==> src/rtl/axi4_buffer_pkg.sv <==
// axi4_buffer_pkg: AXI4 address-channel field widths, payload layout and pack/unpack helpers
package axi4_buffer_pkg;
    localparam int AXI_LEN_W   = 8;
    localparam int AXI_SIZE_W  = 3;
    localparam int AXI_BURST_W = 2;
    localparam int AXI_CACHE_W = 4;
    localparam int AXI_PROT_W  = 3;
    localparam int AXI_MAX_ID_W   = 32;
    localparam int AXI_MAX_ADDR_W = 64;
    localparam int AXI_MAX_USER_W = 32;
    localparam int OFF_PROT  = 0;
    localparam int OFF_CACHE = OFF_PROT + AXI_PROT_W;
    localparam int OFF_LOCK  = OFF_CACHE + AXI_CACHE_W;
    localparam int OFF_BURST = OFF_LOCK + 1;
    localparam int OFF_SIZE  = OFF_BURST + AXI_BURST_W;
    localparam int OFF_LEN   = OFF_SIZE + AXI_SIZE_W;
    localparam int OFF_ADDR  = OFF_LEN + AXI_LEN_W;
    localparam int PAY_MAX_W = OFF_ADDR + AXI_MAX_ADDR_W + AXI_MAX_USER_W + AXI_MAX_ID_W;

    typedef struct packed {
        logic [AXI_MAX_ID_W-1:0]   id;
        logic [AXI_MAX_ADDR_W-1:0] addr;
        logic [AXI_LEN_W-1:0]      len;
        logic [AXI_SIZE_W-1:0]     size;
        logic [AXI_BURST_W-1:0]    burst;
        logic                      lock;
        logic [AXI_PROT_W-1:0]     prot;
        logic [AXI_CACHE_W-1:0]    cache;
        logic [AXI_MAX_USER_W-1:0] user;
    } ax_req_t;

    function automatic int payload_w(input int id_w, input int addr_w, input int user_w);
        return OFF_ADDR + addr_w + user_w + id_w;
    endfunction

    function automatic logic [63:0] width_mask(input int w);
        return (w >= 64) ? '1 : (64'd1 << w) - 64'd1;
    endfunction

    // Variable-width fields sit above the fixed ones: addr, then user, then id.
    function automatic logic [PAY_MAX_W-1:0] ax_pack(input ax_req_t r, input int addr_w, input int user_w);
        logic [PAY_MAX_W-1:0] p;
        p = PAY_MAX_W'({r.len, r.size, r.burst, r.lock, r.cache, r.prot});
        p = p | (PAY_MAX_W'(r.addr) << OFF_ADDR);
        p = p | (PAY_MAX_W'(r.user) << (OFF_ADDR + addr_w));
        p = p | (PAY_MAX_W'(r.id) << (OFF_ADDR + addr_w + user_w));
        return p;
    endfunction

    function automatic ax_req_t ax_unpack(input logic [PAY_MAX_W-1:0] p, input int id_w, input int addr_w, input int user_w);
        ax_req_t r;
        r.prot  = p[OFF_PROT +: AXI_PROT_W];
        r.cache = p[OFF_CACHE +: AXI_CACHE_W];
        r.lock  = p[OFF_LOCK];
        r.burst = p[OFF_BURST +: AXI_BURST_W];
        r.size  = p[OFF_SIZE +: AXI_SIZE_W];
        r.len   = p[OFF_LEN +: AXI_LEN_W];
        r.addr  = AXI_MAX_ADDR_W'(p >> OFF_ADDR) & AXI_MAX_ADDR_W'(width_mask(addr_w));
        r.user  = AXI_MAX_USER_W'(p >> (OFF_ADDR + addr_w)) & AXI_MAX_USER_W'(width_mask(user_w));
        r.id    = AXI_MAX_ID_W'(p >> (OFF_ADDR + addr_w + user_w)) & AXI_MAX_ID_W'(width_mask(id_w));
        return r;
    endfunction
endpackage

==> src/rtl/axi4_ax_fifo.sv <==
// axi4_ax_fifo: generic DATA_WIDTH x DEPTH FIFO with occupancy count; head entry always visible on dout
module axi4_ax_fifo #(
    parameter int DATA_WIDTH = 8,
    parameter int DEPTH = 4,
    localparam int PTR_W = $clog2(DEPTH),
    localparam int CNT_W = $clog2(DEPTH + 1)
) (
    input  logic                  clk,
    input  logic                  rst,
    input  logic                  push,
    input  logic                  pop,
    input  logic [DATA_WIDTH-1:0] din,
    output logic [DATA_WIDTH-1:0] dout,
    output logic [CNT_W-1:0]      count,
    output logic                  full,
    output logic                  empty
);
    logic [DATA_WIDTH-1:0] mem [DEPTH];
    logic [PTR_W-1:0] wr_ptr, rd_ptr;

    always_ff @(posedge clk) begin
        if (rst) begin
            for (int i = 0; i < DEPTH; i++) mem[i] <= '0;
            wr_ptr <= '0;
            rd_ptr <= '0;
            count  <= '0;
        end else begin
            if (push) begin
                mem[wr_ptr] <= din;
                wr_ptr <= wr_ptr + PTR_W'(1);
            end
            if (pop) rd_ptr <= rd_ptr + PTR_W'(1);
            count <= count + CNT_W'(push) - CNT_W'(pop);
        end
    end

    assign dout  = mem[rd_ptr];
    assign full  = count == CNT_W'(DEPTH);
    assign empty = count == '0;
endmodule

==> src/rtl/axi4_ax_buffer.sv <==
// axi4_ax_buffer: AXI4 AR/AW request buffer with outstanding-burst limiter.
// Define AXI4_AX_BUFFER_FALL_THROUGH_EN to let requests bypass an empty FIFO.
module axi4_ax_buffer
    import axi4_buffer_pkg::*;
#(
    parameter int AXI_ADDR_WIDTH = 32,
    parameter int AXI_ID_WIDTH = 4,
    parameter int AXI_USER_WIDTH = 4,
    parameter int DEPTH = 4,
    parameter int ALMOST_FULL_THRESH = DEPTH - 1,
    parameter int MAX_OUTSTANDING = 8,
    localparam int FILL_W = $clog2(DEPTH + 1),
    localparam int OUT_W = (MAX_OUTSTANDING == 0) ? 1 : $clog2(MAX_OUTSTANDING + 1)
) (
    input  logic                      axi4_aclk,
    input  logic                      axi4_arst,
    input  logic [AXI_ID_WIDTH-1:0]   s_axi4_axid,
    input  logic [AXI_ADDR_WIDTH-1:0] s_axi4_axaddr,
    input  logic [AXI_LEN_W-1:0]      s_axi4_axlen,
    input  logic [AXI_SIZE_W-1:0]     s_axi4_axsize,
    input  logic [AXI_BURST_W-1:0]    s_axi4_axburst,
    input  logic                      s_axi4_axlock,
    input  logic [AXI_PROT_W-1:0]     s_axi4_axprot,
    input  logic [AXI_CACHE_W-1:0]    s_axi4_axcache,
    input  logic [AXI_USER_WIDTH-1:0] s_axi4_axuser,
    input  logic                      s_axi4_axvalid,
    output logic                      s_axi4_axready,
    output logic [AXI_ID_WIDTH-1:0]   m_axi4_axid,
    output logic [AXI_ADDR_WIDTH-1:0] m_axi4_axaddr,
    output logic [AXI_LEN_W-1:0]      m_axi4_axlen,
    output logic [AXI_SIZE_W-1:0]     m_axi4_axsize,
    output logic [AXI_BURST_W-1:0]    m_axi4_axburst,
    output logic                      m_axi4_axlock,
    output logic [AXI_PROT_W-1:0]     m_axi4_axprot,
    output logic [AXI_CACHE_W-1:0]    m_axi4_axcache,
    output logic [AXI_USER_WIDTH-1:0] m_axi4_axuser,
    output logic                      m_axi4_axvalid,
    input  logic                      m_axi4_axready,
    input  logic                      txn_done,
    output logic [FILL_W-1:0]         fill_level,
    output logic                      almost_full,
    output logic [OUT_W-1:0]          outstanding_cnt
);
    localparam int PW = payload_w(AXI_ID_WIDTH, AXI_ADDR_WIDTH, AXI_USER_WIDTH);

    ax_req_t s_req, m_req;
    logic [PAY_MAX_W-1:0] s_pay_full;
    logic [PW-1:0] s_pay, head_pay, m_pay;
    logic push, pop, issue, full, empty, limit_ok;

    always_comb begin
        s_req = '0;
        s_req.id    = AXI_MAX_ID_W'(s_axi4_axid);
        s_req.addr  = AXI_MAX_ADDR_W'(s_axi4_axaddr);
        s_req.len   = s_axi4_axlen;
        s_req.size  = s_axi4_axsize;
        s_req.burst = s_axi4_axburst;
        s_req.lock  = s_axi4_axlock;
        s_req.prot  = s_axi4_axprot;
        s_req.cache = s_axi4_axcache;
        s_req.user  = AXI_MAX_USER_W'(s_axi4_axuser);
    end

    assign s_pay_full = ax_pack(s_req, AXI_ADDR_WIDTH, AXI_USER_WIDTH);
    assign s_pay = s_pay_full[PW-1:0];
    assign s_axi4_axready = !full && !axi4_arst;
    assign limit_ok = (MAX_OUTSTANDING == 0) || (outstanding_cnt < OUT_W'(MAX_OUTSTANDING));
    assign issue = m_axi4_axvalid && m_axi4_axready;

`ifdef AXI4_AX_BUFFER_FALL_THROUGH_EN
    logic bypass;
    // A request taken downstream in the same cycle never touches storage.
    assign bypass = empty && limit_ok && !axi4_arst;
    assign m_axi4_axvalid = bypass ? s_axi4_axvalid : (!empty && limit_ok);
    assign m_pay = bypass ? s_pay : head_pay;
    assign push = s_axi4_axvalid && s_axi4_axready && !(bypass && m_axi4_axready);
    assign pop = issue && !bypass;
`else
    assign m_axi4_axvalid = !empty && limit_ok;
    assign m_pay = head_pay;
    assign push = s_axi4_axvalid && s_axi4_axready;
    assign pop = issue;
`endif

    axi4_ax_fifo #(.DATA_WIDTH(PW), .DEPTH(DEPTH)) u_fifo (
        .clk  (axi4_aclk),
        .rst  (axi4_arst),
        .push (push),
        .pop  (pop),
        .din  (s_pay),
        .dout (head_pay),
        .count(fill_level),
        .full (full),
        .empty(empty)
    );

    assign almost_full = fill_level >= FILL_W'(ALMOST_FULL_THRESH);
    assign m_req = ax_unpack(PAY_MAX_W'(m_pay), AXI_ID_WIDTH, AXI_ADDR_WIDTH, AXI_USER_WIDTH);
    assign m_axi4_axid    = m_req.id[AXI_ID_WIDTH-1:0];
    assign m_axi4_axaddr  = m_req.addr[AXI_ADDR_WIDTH-1:0];
    assign m_axi4_axlen   = m_req.len;
    assign m_axi4_axsize  = m_req.size;
    assign m_axi4_axburst = m_req.burst;
    assign m_axi4_axlock  = m_req.lock;
    assign m_axi4_axprot  = m_req.prot;
    assign m_axi4_axcache = m_req.cache;
    assign m_axi4_axuser  = m_req.user[AXI_USER_WIDTH-1:0];

    // Completions with nothing in flight are dropped so the count cannot underflow.
    always_ff @(posedge axi4_aclk) begin
        if (axi4_arst || MAX_OUTSTANDING == 0) outstanding_cnt <= '0;
        else outstanding_cnt <= outstanding_cnt + OUT_W'(issue) - OUT_W'(txn_done && outstanding_cnt != '0);
    end

    always_ff @(posedge axi4_aclk) begin
        if (!axi4_arst && MAX_OUTSTANDING != 0 && txn_done)
            assert (outstanding_cnt != '0) else $warning("txn_done with no outstanding burst");
    end
endmodule
==> config.mk <==
export PLATFORM = sky130hd
export DESIGN_NAME = axi4_ax_buffer
export DESIGN_NICKNAME = d
export VERILOG_FILES = /design/src/rtl/axi4_buffer_pkg.sv /design/src/rtl/axi4_ax_fifo.sv /design/src/rtl/axi4_ax_buffer.sv
export SDC_FILE = /design/constraint.sdc
export NUM_CORES = 1
export LEC_CHECK = 0
export CORE_MARGIN = 2
export CORE_UTILIZATION = 40
export CTS_BUF_LIST = sky130_fd_sc_hd__clkbuf_8
export DETAILED_ROUTE_END_ITERATION = 8
export SLEW_MARGIN = 0
export SYNTH_ARGS = -nofsm -noshare
export SYNTH_HDL_FRONTEND = slang
export SYNTH_SLANG_ARGS = --single-unit
export TNS_END_PERCENT = 5
==> constraint.sdc <==
create_clock -name axi4_aclk -period 3.6 [get_ports axi4_aclk]
set_input_delay 0.54 -clock axi4_aclk [delete_from_list [all_inputs] [get_ports axi4_aclk]]
set_output_delay 0.54 -clock axi4_aclk [all_outputs]
set_load 0.01 [all_outputs]
==> results.ini, run 1 <==
[setup_path]
worstPathArrival_ns=2.64
critPathRequiredTime_ns=3.06
start_kind=flip-flop
path_class=reg2out
worstPathCellList=buf_4, mux4_2, clkdlybuf4s50_1
r2r_slack_ns=1.30
endpoint_kind=output port
cpMaxStageDelayCell=dfxtp_4
crit_fanout=26
slowest_delay_ns=0.72

[synthesis]
syn_nets=747
syn_area_per_cell_um2=16.7
synthMuxAreaShare=0.126
ys_seq_area_frac=0.677
synth_top_area_frac=0.653
synthArstFlopShare=0
synth_top_flop_cell=edfxtp_1
yosys_warnings=0
yosys.area_share.simple=0.158
synth_top_family_by_area=simple AND/OR/NAND/NOR gates
yosys_register_bits=257
synthTopCellsByArea=edfxtp_1, and2_1, mux4_2, dfxtp_1, clkbuf_2
yosys.area.top_type=edfxtp_1
synth_fa_ha_area_frac=0.0114
synth_compound_area_frac=0.00591
synth_xor_area_frac=0.00234
synthCells=672
yosys-top-cells-count=and2_1, edfxtp_1, mux4_2, clkbuf_2, clkbuf_1
synthDistinctLibCells=32
syn-cell-area_mm2=0.0112
synth_edf_count=244

[cts]
post-cts-setup-buffers=0
clk_path_buf_depth=3
clock_latency_ns=0.55
cts_buffers=45
ctsHoldBuffers=0
cts_resized=0
clk_pin_slew_ns=0.06
clkSinkCount=257
h-tree-depth=2
cts-root-buf=clkbuf_8
tritoncts=done

[finish]
design.final.nets=910
area_growth_pct=24.2
finalInstanceArea_mm2=0.0139
final_layout_size_suffix_gt1_frac=0.173
final_cell_count_no_fill=1246

[run_status]
status=finished clean

[detailed_routing]
wire_per_inst_um=20.2
drt_iter0_drc=396
vias=6222
viasPerCell=4.99
ant_nets=0
wirelength_mm=25.2
drc=0
firstDrtPassIters=5

[placement]
place_inst=1166
hpwl_mm=14.7
place_area_mm2=0.0131
pre_cts_ws_ns=0.864
gp_congestion=0.792
port-buffer-count=136

[sta]
setup_ws_ns=0.420
maxSlewHeadroom=0.524
period_needed_ns=3.18
final-hold-violation-count=0
finalCritPeriodShare=0.883
setup_viol_count_final=0
worstMarginPinSlew_ns=0.714
rsz0062_at_grt=no
slew_viol_final=0
timing.fmax_mhz=314
fin_tns_setup_ns=0
finalClockSkew_ns=0.0122

[floorplan]
io_pins=137
die_area_mm2=0.0294
die_h_um=171
core_mm2=0.0277
fp.dieW_um=171
rows=61
start_util=0.405

[global_route]
grt_overflow=0
grtUsageTotal=0.178
grt_first_pass_wirelength_mm=39.1
antenna_found_initial=2
grt_pass1_vias=6913
grt_max_degree=63

[flow_run]
cap_violations=0

[hold_path]
min_path_type=reg2reg

[power]
powerDensity_mw_per_mm2=594
ir_drop_v=0.000352
p_leak_uw=0.00503

[per-stage QoR]
stage	utilization	power (µW)	hold slack [ns]
3_3_place_gp	0.474	5960	0.473
5_1_grt	0.502	8680	0.518
3_5_place_dp	0.474	6020	0.484
6_report	0.503	8270	0.491
4_1_cts	0.502	8390	0.496
2_1_floorplan	-	4970	0.463
[logic make-up after synthesis]
logic type / count (synthesis)
AND/OR/NAND/NOR: 277
flip-flops: 257
adder cells (fa/ha/maj): 9
XOR/XNOR: 3
AO/OA/AOI/OAI: 10
buffers and inverters: 52
multiplexers: 64
[per-layer routing]
metal / wire (µm) / up-vias / track usage
li1: - / 2798 / -
met2: 12700 / 185 / 0.310
met5: 9 / - / 0
met4: 482 / 2 / 0.0494
met1: 10500 / 3188 / 0.221
met3: 1520 / 49 / 0.0412
[critical path: cells and delay by family, from the launching register on]
kind,cells,cell delay [ns]
multiplexers,1,0.54
flip-flops,1,0.72
buffers and inverters,2,0.83
[cells in the final DEF, fill, tap and decap left out, types with 5 or more instances in the layout]
cell type / synthesis / routed
inv_1: 12 / 26
dfxtp_1: 13 / 11
edfxtp_1: 244 / 244
clkbuf_8: 0 / 47
ha_1: 7 / 7
nor2_1: 10 / 10
and2_1: 244 / 244
buf_12: 0 / 8
mux4_2: 61 / 61
nor2b_1: 5 / 5
clkinv_1: 0 / 13
clkdlybuf4s50_1: 0 / 136
buf_4: 0 / 12
[final timing paths]
check                                startpoint                          to  cells after the start
setup reg to reg     u_fifo.count[1]$_SDFF_PP0_  u_fifo.count[1]$_SDFF_PP0_                      7
hold reg to reg   u_fifo.rd_ptr[1]$_SDFFE_PP0P_                   flip-flop                      2
setup / recovery                      flip-flop           m_axi4_axaddr[16]                      3
hold / removal    u_fifo.rd_ptr[1]$_SDFFE_PP0P_                   flip-flop                      2
[power breakdown]
group | internal [µW] | switching [µW]
sequential | 3630 | 199
combinational | 1180 | 914
clock | 1200 | 1150
total | 6010 | 2260
[flip-flops by register name, summed over array words and instances, names as in the netlist, named ones only]
name,cells
u_fifo.wr_ptr,2
u_fifo.rd_ptr,2
outstanding_cnt,4
u_fifo.mem,244
u_fifo.count,3
[area by class of cell]
type                            instances  area, µm²
Antenna cell                            1       2.50
Clock buffer                           47        647
Clock inverter                         32        129
Fill cell                            2304      13800
Inverter                               12       45.0
Multi-Input combinational cell        363       3420
Sequential cell                       257       7590
Tap cell                              378        473
Timing Repair Buffer                  156       1610
Power figures use the tool's default switching activity.
==> run 2: changes to the inputs <==
--- a/config.mk
+++ b/config.mk
@@ -9,6 +9,7 @@
 export CORE_UTILIZATION = 40
 export CTS_BUF_LIST = sky130_fd_sc_hd__clkbuf_8
 export DETAILED_ROUTE_END_ITERATION = 8
+export SETUP_SLACK_MARGIN = 0.02
 export SLEW_MARGIN = 0
 export SYNTH_ARGS = -nofsm -noshare
 export SYNTH_HDL_FRONTEND = slang
==> results of run 2 <==
The final DEF is identical to that of run 1; final timing and power are the same.
